==> config.mk <==
export PLATFORM = sky130hd
export DESIGN_NAME = sme_driver
export DESIGN_NICKNAME = d
export VERILOG_FILES = /design/src/rtl/sme_driver.sv
export SDC_FILE = /design/constraint.sdc
export NUM_CORES = 1
export LEC_CHECK = 0
export ABC_AREA = 1
export BUFFER_PORTS_ARGS = -buffer_cell sky130_fd_sc_hd__buf_2
export CAP_MARGIN = 20
export CORE_MARGIN = 1
export CORE_UTILIZATION = 40
export CTS_CLUSTER_SIZE = 10
export DETAILED_ROUTE_END_ITERATION = 6
export HOLD_SLACK_MARGIN = 0.03
export PLACE_DENSITY = 0.62
export RECOVER_POWER = 25
export SYNTH_ARGS = -nofsm -noshare
export SYNTH_HDL_FRONTEND = slang
export SYNTH_SLANG_ARGS = --single-unit
==> constraint.sdc <==
create_clock -name clk -period 3.45 [get_ports clk]
set_input_delay 0.69 -clock clk [delete_from_list [all_inputs] [get_ports clk]]
set_output_delay 0.69 -clock clk [all_outputs]
set_load 0.01 [all_outputs]
==> src/rtl/sme_driver.sv <==
// sme_driver: host-side transmitter for the string-match engine (SME).
//
// Collects one string (up to STR_MAX chars) and one pattern (up to PAT_MAX
// chars) from an upstream valid/ready byte stream. It then serialises them
// onto chardata/isstring/ispattern, waits for the engine's valid strobe, and
// holds the result for the host until res_ready.
//
// Ports
//   clk, reset                  rising-edge clock, async active-low reset
//   in_valid/in_ready/in_data   upstream byte stream
//   in_is_pat, in_last          stream type (first beat only) / end marker
//   chardata/isstring/ispattern registered character bus to the SME
//   valid/match/match_index     SME result strobe and payload
//   res_valid/res_ready         result handshake to the host
//   res_match/res_index/res_err captured result, error flag
module sme_driver #(
  parameter int STR_MAX = 32,
  parameter int PAT_MAX = 8,
  parameter int TIMEOUT = 1023
) (
  input  logic       clk,
  input  logic       reset,
  input  logic       in_valid,
  output logic       in_ready,
  input  logic [7:0] in_data,
  input  logic       in_is_pat,
  input  logic       in_last,
  output logic [7:0] chardata,
  output logic       isstring,
  output logic       ispattern,
  input  logic       valid,
  input  logic       match,
  input  logic [4:0] match_index,
  output logic       res_valid,
  input  logic       res_ready,
  output logic       res_match,
  output logic [4:0] res_index,
  output logic       res_err
);

  localparam int SLW = $clog2(STR_MAX + 1);
  localparam int PLW = $clog2(PAT_MAX + 1);
  localparam int SIW = $clog2(STR_MAX);
  localparam int PIW = $clog2(PAT_MAX);
  localparam int CW  = $clog2(TIMEOUT + 1);

  localparam logic [2:0] S_IDLE     = 3'd0;
  localparam logic [2:0] S_LOAD_STR = 3'd1;
  localparam logic [2:0] S_LOAD_PAT = 3'd2;
  localparam logic [2:0] S_SEND_STR = 3'd3;
  localparam logic [2:0] S_SEND_PAT = 3'd4;
  localparam logic [2:0] S_WAIT_RES = 3'd5;
  localparam logic [2:0] S_REPORT   = 3'd6;

  logic [2:0]     r_state;
  logic [SLW-1:0] r_str_len;
  logic [PLW-1:0] r_pat_len;
  logic           r_str_vld, r_str_new, r_ovf;
  logic [SIW-1:0] r_idx;
  logic [CW-1:0]  r_cnt;
  logic [7:0]     r_str [STR_MAX];
  logic [7:0]     r_pat [PAT_MAX];

  logic [7:0]     r_chardata;
  logic           r_isstring, r_ispattern;
  logic           r_res_valid, r_res_match, r_res_err;
  logic [4:0]     r_res_index;

  logic           w_load, w_beat, w_first, w_pat;
  logic [SLW-1:0] w_str_base;
  logic [PLW-1:0] w_pat_base;
  logic           w_str_full, w_pat_full, w_str_last, w_pat_last;

  assign w_load  = (r_state == S_IDLE) || (r_state == S_LOAD_STR) ||
                   (r_state == S_LOAD_PAT);
  // Gated by reset so every output reads 0 while reset is held.
  assign in_ready = reset & w_load;
  assign w_beat   = in_valid & in_ready;
  assign w_first  = (r_state == S_IDLE);
  // Stream type is latched by the state after the first beat.
  assign w_pat    = w_first ? in_is_pat : (r_state == S_LOAD_PAT);

  // The first beat of a new string/pattern restarts its length at 0.
  assign w_str_base = w_first ? '0 : r_str_len;
  assign w_pat_base = w_first ? '0 : r_pat_len;
  assign w_str_full = (w_str_base == SLW'(STR_MAX));
  assign w_pat_full = (w_pat_base == PLW'(PAT_MAX));

  assign w_str_last = (SLW'(r_idx) == r_str_len - SLW'(1));
  assign w_pat_last = (PLW'(r_idx) == r_pat_len - PLW'(1));

  // Character buffers carry no reset; lengths define what is valid.
  always_ff @(posedge clk) begin
    if (w_beat && !w_pat && !w_str_full) r_str[w_str_base[SIW-1:0]] <= in_data;
    if (w_beat &&  w_pat && !w_pat_full) r_pat[w_pat_base[PIW-1:0]] <= in_data;
  end

  always_ff @(posedge clk or negedge reset) begin
    if (!reset) begin
      r_state     <= S_IDLE;
      r_str_len   <= '0;
      r_pat_len   <= '0;
      r_str_vld   <= 1'b0;
      r_str_new   <= 1'b0;
      r_ovf       <= 1'b0;
      r_idx       <= '0;
      r_cnt       <= '0;
      r_chardata  <= '0;
      r_isstring  <= 1'b0;
      r_ispattern <= 1'b0;
      r_res_valid <= 1'b0;
      r_res_match <= 1'b0;
      r_res_index <= '0;
      r_res_err   <= 1'b0;
    end else begin
      // SME bus idles at zero unless a send state drives it this cycle.
      r_chardata  <= '0;
      r_isstring  <= 1'b0;
      r_ispattern <= 1'b0;
      if (w_beat) begin
        if (!w_pat) begin
          if (w_first) r_ovf <= 1'b0;
          if (w_str_full) r_ovf <= 1'b1;
          else            r_str_len <= w_str_base + SLW'(1);
          if (in_last) begin
            r_state   <= S_IDLE;
            r_str_vld <= 1'b1;
            r_str_new <= 1'b1;
          end else begin
            r_state   <= S_LOAD_STR;
          end
        end else begin
          if (w_pat_full) r_ovf <= 1'b1;
          else            r_pat_len <= w_pat_base + PLW'(1);
          r_idx <= '0;
          if (!in_last) begin
            r_state <= S_LOAD_PAT;
          end else if (!r_str_vld) begin
            // Nothing to match against: report an error without SME traffic.
            r_state     <= S_REPORT;
            r_res_valid <= 1'b1;
            r_res_err   <= 1'b1;
            r_res_match <= 1'b0;
            r_res_index <= '0;
          end else if (r_str_new) begin
            r_state <= S_SEND_STR;
          end else begin
            r_state <= S_SEND_PAT;
          end
        end
      end else begin
        case (r_state)
          S_SEND_STR: begin
            r_chardata <= r_str[r_idx];
            r_isstring <= 1'b1;
            r_str_new  <= 1'b0;
            if (w_str_last) begin
              r_idx   <= '0;
              r_state <= S_SEND_PAT;
            end else begin
              r_idx   <= r_idx + SIW'(1);
            end
          end
          S_SEND_PAT: begin
            r_chardata  <= r_pat[r_idx[PIW-1:0]];
            r_ispattern <= 1'b1;
            if (w_pat_last) begin
              r_cnt   <= '0;
              r_state <= S_WAIT_RES;
            end else begin
              r_idx   <= r_idx + SIW'(1);
            end
          end
          S_WAIT_RES: begin
            if (valid) begin
              r_state     <= S_REPORT;
              r_res_valid <= 1'b1;
              r_res_match <= match;
              r_res_index <= match_index;
              r_res_err   <= r_ovf;
            end else if (r_cnt == CW'(TIMEOUT - 1)) begin
              r_state     <= S_REPORT;
              r_res_valid <= 1'b1;
              r_res_match <= 1'b0;
              r_res_index <= '0;
              r_res_err   <= 1'b1;
            end else begin
              r_cnt <= r_cnt + CW'(1);
            end
          end
          S_REPORT: begin
            if (res_ready) begin
              r_res_valid <= 1'b0;
              r_state     <= S_IDLE;
            end
          end
          default: ;
        endcase
      end
    end
  end

  assign chardata  = r_chardata;
  assign isstring  = r_isstring;
  assign ispattern = r_ispattern;
  assign res_valid = r_res_valid;
  assign res_match = r_res_match;
  assign res_index = r_res_index;
  assign res_err   = r_res_err;

endmodule
==> summary.txt, run 1 <==
Outcome
  – Violated checks: capacitance limit, slew limit
  – Status: finished, violations left

Synthesis
  – Post-synthesis average cell area: 11.0 µm²
  – Warnings, synthesis: 0
  – Post-Syn Nets: 1475
  – Seq/Total Area, Yosys: 68.5%
  – Synth Area in Simple Gates: 22.8%
  – Post-Synthesis Cells: 1443
  – Post-Synth Adder-Cell Area: 0.871%
  – Multiplexer area fraction after synthesis: 0%
  – FF+latch count, synth: 369
  – Largest family of logic cells by synthesized area: simple AND/OR/NAND/NOR gates
  – Synth Area in Compound Gates: 3.39%
  – Netlist cell types: 34
  – Synth Area in XOR/XNOR: 0.776%
  – Post-Syn Area: 15800 µm²

Global routing
  – Vias in the first global route: 10.3k
  – Met2 global-route usage: 31.8%
  – GRT met3 Usage: 3.44%
  – Largest net degree at the start of global routing: 166
  – Initial antenna violation count: 0
  – Grt met1 use: around a quarter
  – Tot GR Track Use: 19.4%
  – GRT overflow: 0
  – First-pass GRT wire length: approximately 60000 µm
  – GRT busiest layer: met2

Power
  – VDD IR-drop max: 511 µV
  – Clock network fraction of design power: just under 30%
  – Pwr/cell area: between 700 and 800 nW/µm²
  – Seq pwr share: 38.0%
  – Combinational share of power: 33.1%
  – Switching power: 5.19 mW
  – Lkg Pwr: approximately 6.5 nW
  – Internal power: 8.79 mW
  – Sw frac: ~37%

Worst setup path
  – Worst Path Buf+Inv: 3
  – CP required: ~3.6 ns
  – CP delay by family, top: simple AND/OR/NAND/NOR gates
  – Startpoint types: flop
  – RR Startpoint: r_state[2]
  – Most used cell, CP: nand2_2
  – Arrival time of the worst setup path: ~3.2 ns
  – R2R setup slack: roughly 0.38 ns
  – Crit Path Class: flop to flop
  – Crit end category: flop
  – Worst path max stage delay: 0.62 ns
  – Slowest CP cell: nor2_1
  – CP cell instances: nor2_2 > nand2_2 > inv_2 > nor2_1 > inv_1 > ha_1 > nand4_1 > nand2_2 > inv_4 > nand2_2 > nor2_1
  – Worst r2r dst: r_str[2][7]
  – Cells on worst reg2reg path: 11
  – Max FO, Critical Path: 10

Cells and area
  – Layout cell share with drive strength beyond 1: under 10%
  – Final Non-Filler Cells: 2003
  – Filler instances: 3521
  – Seq. cell area: 10800 µm²
  – Area of combinational cells with multiple inputs: ~4400 µm²
  – Antenna diodes: 0
  – Nets@finish: 1496
  – P&R area growth vs syn: 11.3%

Timing
  – Achievable Freq: 326 MHz
  – Final period util: 88.9%
  – Max-slew violation total from the final report: between 150 and 200
  – Clk_skew: roughly 0.025 ns
  – Setup Total Neg Slack: 0 ns
  – Hold Vio Cnt, Final: 0
  – Final Setup Violations: 0
  – Min cycle time layout: 3.07 ns
  – Max-Slew Margin vs Limit: -61.9%
  – Tightest Pin Transition: 2.43 ns
  – RSZ-0062 raised after global routing: false

CTS
  – Root Driver: clkbuf_16
  – PostCTS Resize Cnt: 0
  – H-Tree Level Count: 2
  – TritonCTS buffer count: 43
  – CTS clk-pin slew, worst paths: approximately 0.05 ns
  – Worst-skew pair later-pin latency: 0.55 ns
  – CTS sink cnt: 369
  – Post-CTS setup buffer count: 0
  – CTS Hold Buffers Added: 0
  – CTS tree: done
  – Clock tree buffer depth: 3

Floorplan
  – Die Span Y: ~200 µm
  – Starting density of the core: 40.7%
  – Top Ports: 40
  – Row count: between 70 and 80
  – Area of the core: 38800 µm²
  – Die width: 201 µm
  – Die area: 40300 µm²

Routing
  – Total Routed Length: 39100 µm
  – Vias per cell: around 5.3
  – Pre-antenna DRT Iters: 5
  – DRC: 0
  – DR vias: 10.7k
  – Initial DRC count: about 1.1k
  – Antenna Violating Nets Remaining: 0
  – Average wire per standard cell: 19.5 µm

Worst hold path
  – HP Class: input port to flop
  – Hold path cells: 3
  – Worst Hold Path EP: res_index[2]
  – Hold Startpoint: match_index[2]

Placement
  – IO buf count: 39
  – GP Congestion: 0.858
  – Placed insts: ~1.9k
  – HPWL Detailed: 23300 µm

Run
  – MaxCap Viol Count: 4
[kinds of logic after synthesis]
family          Yosys count
flops                   369
fa+ha+maj                11
buf+inv                 125
xor+xnor                 14
compound gates           93
simple gates            831
[worst register-to-register path, delay by kind of cell (launching register included)]
family | cells | cell delay (ns)
simple gates | 7 | 1.67
buf+inv | 3 | 0.35
flops | 1 | 0.46
fa+ha+maj | 1 | 0.22
[registers in the layout, indices dropped and copies added, names as in the netlist, 3 cells and up]
| name | flops |
|---|---|
| chardata | 8 |
| r_cnt | 10 |
| r_idx | 5 |
| r_pat | 64 |
| r_pat_len | 4 |
| r_state | 3 |
| r_str | 256 |
| r_str_len | 6 |
| res_index | 5 |
[how the worst max path moves through the flow]
stage	cells past startpoint	end	from	slack, ns
2_1_floorplan	11	r_str[0][0]	r_state[2]	1.10
3_3_place_gp	11	r_str[2][6]	r_state[2]	0.50
3_5_place_dp	11	r_str[2][1]	r_state[2]	0.36
4_1_cts	11	r_str[2][4]	r_state[2]	0.37
5_1_grt	11	r_str[2][4]	r_state[2]	0.11
6_report	11	r_str[2][7]	r_state[2]	0.38
[power by group through the flow]
stage	Combinational (mW)	Sequential, mW	Clock [mW]
after global routing	5.11	5.34	4.25
after CTS	4.61	5.31	4.09
after global placement	4.57	5.39	0
after detailed placement	4.60	5.39	0
after floorplan	3.28	5.37	0
final	4.63	5.31	4.04
[routing by layer]
layer | share of wire, % | up-vias
met3 | 6.8 | 71
li1 | - | 5033
met4 | 2.6 | 0
met2 | 47 | 360
met5 | 0 | -
met1 | 43 | 5195
[through the flow]
stage               util [%]  setup slack, ns  power (mW)  cell area [µm²]  hold WS, ns
global route            45.3            0.110        14.7            17600        0.387
global placement        42.2            0.505        9.96            16400        0.452
floorplan                  -             1.10        8.65            15800        0.394
detailed placement      42.2            0.363        10.0            16400        0.458
CTS                     45.3            0.370        14.0            17600        0.370
finish                  45.3            0.383        14.0            17600        0.389
[Yosys cell counts, drive strengths merged]
cell type / number / share of area [%]
nand2: 445 / 11
nand4: 8 / 0.51
clkinv: 1 / 0.024
o22ai: 8 / 0.32
o211ai: 8 / 0.38
xor2: 7 / 0.39
buf: 49 / 1.8
o21ai: 59 / 1.9
clkbuf: 22 / 0.52
edfxtp: 320 / 61
xnor2: 7 / 0.39
a21oi: 7 / 0.22
ha: 11 / 0.87
a31o: 1 / 0.055
o221ai: 9 / 0.50
nor2: 109 / 2.8
nor3: 8 / 0.35
nand3b: 2 / 0.095
a211oi: 1 / 0.048
dfrtp: 49 / 7.8
nand3: 259 / 8.3
inv: 53 / 1.3
[layout by cell type, fill, tap and decap left out, types with 7 or more instances in the layout]
cell,n
o211ai_1,8
inv_1,44
clkbuf_1,22
xor2_1,7
dfrtp_1,47
xnor2_1,7
inv_2,7
nor2_1,99
o221ai_1,9
nor2_2,8
ha_1,11
o21ai_0,53
o22ai_1,8
clkbuf_16,44
nand2_1,435
buf_2,34
nand3_1,256
edfxtp_1,320
a21oi_1,7
nand2_2,10
[layout make-up]
type | count | area share (%)
sequential | 369 | 61.6
multi-input combinational | 949 | 25.0
clock buffer | 62 | 6.76
tap | 518 | 3.68
timing repair buffer | 47 | 1.59
inverter | 54 | 1.18
clock inverter | 4 | 0.185
Power figures use the tool's default switching activity.
==> inputs of run 2 (changes only) <==
--- a/config.mk
+++ b/config.mk
@@ -14,7 +14,6 @@
 export DETAILED_ROUTE_END_ITERATION = 6
 export HOLD_SLACK_MARGIN = 0.03
 export PLACE_DENSITY = 0.62
-export RECOVER_POWER = 25
 export SYNTH_ARGS = -nofsm -noshare
 export SYNTH_HDL_FRONTEND = slang
 export SYNTH_SLANG_ARGS = --single-unit
==> run 2 against run 1 <==
Net effect:
- die area is the same
- clock power about the same
- total power about the same
- clock-buffer cell count unchanged
- first-iteration DRC count fell by 4.1%
- combinational power about the same
- via count fell by 0.58%
- maximum frequency about the same
- critical path depth unchanged
- the flow now finishes without violations
==> summary.txt, run 2 (synthesis results as in run 1) <==
Worst hold path
  – HP Class: input port to async pin

Floorplan
  – Row count: 72 (unchanged)
  – Area of the core: 38800 µm² (unchanged)
  – Die area: 40300 µm² (unchanged)
  – Die Span Y: 201 µm (unchanged)
  – Top Ports: 40 (unchanged)
  – Starting density of the core: 40.7% (unchanged)
  – Die width: 201 µm (unchanged)

Worst setup path
  – Worst Path Buf+Inv: 3 (unchanged)
  – CP delay by family, top: simple AND/OR/NAND/NOR gates
  – Max FO, Critical Path: 10 (unchanged)
  – Crit end category: flop
  – Worst path max stage delay: 0.61 ns (about the same)
  – RR Startpoint: r_state[2]
  – Worst r2r dst: r_str[0][7]
  – CP required: 3.62 ns (about the same)
  – Arrival time of the worst setup path: 3.24 ns (about the same)
  – CP cell instances: nor2_2 > nand2_2 > inv_2 > nor2_1 > inv_1 > ha_1 > nand4_1 > nand2_2 > inv_4 > nand2_2 > nor2_1
  – Cells on worst reg2reg path: 11 (unchanged)
  – Startpoint types: flop
  – Most used cell, CP: nand2_2
  – Slowest CP cell: nor2_1
  – Crit Path Class: flop to flop
  – R2R setup slack: 0.38 ns (about the same)

Timing
  – Final period util: 88.9% (about the same)
  – Tightest Pin Transition: 1.09 ns (-1.34 ns)
  – Setup Total Neg Slack: 0 ns (unchanged)
  – Max-Slew Margin vs Limit: 27.3% (+89 points)
  – Final Setup Violations: 0 (unchanged)
  – RSZ-0062 raised after global routing: false
  – Worst Hold Margin: 0.381 ns (-0.00829 ns)
  – Clk_skew: 0.0257 ns (+0.00114 ns)
  – Achievable Freq: 326 MHz (about the same)
  – Max-slew violation total from the final report: 0 (-100%)
  – Min cycle time layout: 3.07 ns (+0.000783 ns)
  – Hold Vio Cnt, Final: 0 (unchanged)

Routing
  – Vias per cell: 5.29 (-0.58%)
  – Average wire per standard cell: 19.5 µm (-0.13%)
  – Pre-antenna DRT Iters: 7 (+2)
  – Initial DRC count: 1016 (-4.1%)
  – Antenna Violating Nets Remaining: 0 (unchanged)
  – DRC: 0 (unchanged)
  – Total Routed Length: 39000 µm (-0.13%)
  – DR vias: 10.6k (-0.58%)

Power
  – Pwr/cell area: 794 nW/µm² (about the same)
  – Internal power: 8.79 mW (unchanged)
  – Lkg Pwr: 6.57 nW (+0.29%)
  – VDD IR-drop max: 509 µV (-0.24%)
  – Switching power: 5.19 mW (about the same)
  – Sw frac: 37.1% (about the same)
  – Combinational share of power: 33.1% (about the same)
  – Seq pwr share: 38.0% (about the same)
  – Clock network fraction of design power: 28.9% (about the same)
  – Tot Pwr: 14.0 mW (about the same)

Placement
  – IO buf count: 39 (unchanged)
  – GP Congestion: 0.858 (unchanged)
  – HPWL Detailed: 23300 µm (unchanged)
  – Placed instance area: 16400 µm² (unchanged)

Global routing
  – Tot GR Track Use: 19.4% (unchanged)
  – Vias in the first global route: 10.3k (unchanged)
  – GRT overflow: 0 (unchanged)
  – First-pass GRT wire length: 60000 µm (unchanged)
  – Initial antenna violation count: 0 (unchanged)
  – Largest net degree at the start of global routing: 166 (unchanged)

CTS
  – TritonCTS buffer count: 43 (unchanged)
  – Worst-skew pair later-pin latency: 0.56 ns (about the same)
  – CTS clk-pin slew, worst paths: 0.06 ns (about the same)
  – CTS tree: done
  – CTS sink cnt: 369 (unchanged)
  – CTS Hold Buffers Added: 0 (unchanged)
  – Clock tree buffer depth: 3 (unchanged)
  – Post-CTS setup buffer count: 0 (unchanged)
  – PostCTS Resize Cnt: 0 (unchanged)
  – H-Tree Level Count: 2 (unchanged)
  – Root Driver: clkbuf_16

Cells and area
  – Layout cell share with drive strength beyond 1: 9.09% (+0.40 points)
  – Max FFs per register: 256 (unchanged)
  – Design Area, Final: 17600 µm² (about the same)
  – Commonest non-fill, non-tap cells in the layout: nand2_1, edfxtp_1, nand3_1
  – Antenna diodes: 0 (unchanged)
  – Fin util: 45.3% (about the same)
  – P&R area growth vs syn: 11.4% (about the same)
  – Nets@finish: 1496 (unchanged)
  – Most common library cell in the layout ignoring fill and taps: nand2_1

Outcome
  – Status: complete, no violations

Run
  – MaxCap Viol Count: 0 (-4)
==> run 2: changes by cell type in the layout (fill, tap and decap cells not counted) <==
cell,previous run,this run
buf_2,34,39
buf_4,3,5
clkbuf_1,22,16
clkbuf_2,1,0
==> run 2: power groups by stage <==
stage	Sequential, mW	Combinational, mW	Clock (mW)
floorplan	5.37	3.28	0
global placement	5.39	4.57	0
detailed placement	5.39	4.60	0
CTS	5.31	4.61	4.09
global route	5.34	5.11	4.25
finish	5.31	4.63	4.03
==> run 2: per-stage QoR <==
step	setup slack (ns)	std cells
final	0.382	2003
after global routing	0.110	2003
after CTS	0.370	2003
after detailed placement	0.363	1937
after global placement	0.505	1937
after floorplan	1.10	1443
==> run 2: cell type report <==
cell class	instances	area [µm²]
inverters	54	208
flip-flops and latches	369	10800
multi-input cells	949	4400
clock inverters	4	32.5
repair buffers	47	293
fillers	3519	21200
clock buffers	62	1190
well taps	518	648
==> run 2: worst max path at each step <==
| stage | from | cells past startpoint | endpoint |
|---|---|---|---|
| floorplan | r_state[2] | 11 | r_str[0][0] |
| CTS | r_state[2] | 11 | r_str[2][4] |
| detailed placement | r_state[2] | 11 | r_str[2][1] |
| global route | r_state[2] | 11 | r_str[2][4] |
| global placement | r_state[2] | 11 | r_str[2][6] |
| finish | r_state[2] | 11 | r_str[0][7] |
==> run 2: metal layers <==
metal / part of all wire [%] / vias up / wire length, µm / global-route usage, %
li1: - / 5030 / - / -
met4: 2.3 / 0 / 891 / 5.59
met2: 48 / 336 / 18600 / 31.8
met5: 0 / - / 0 / 0
met1: 44 / 5164 / 17100 / 26.4
met3: 6.3 / 67 / 2470 / 3.44
==> run 2: worst reg2reg max path: stages, from the launching register on <==
cell,delay [ns]
dfrtp_1,0.46
nor2_2,0.09
nand2_2,0.21
inv_2,0.13
nor2_1,0.20
inv_1,0.11
ha_1,0.24
nand4_1,0.14
nand2_2,0.14
inv_4,0.12
nand2_2,0.24
nor2_1,0.62
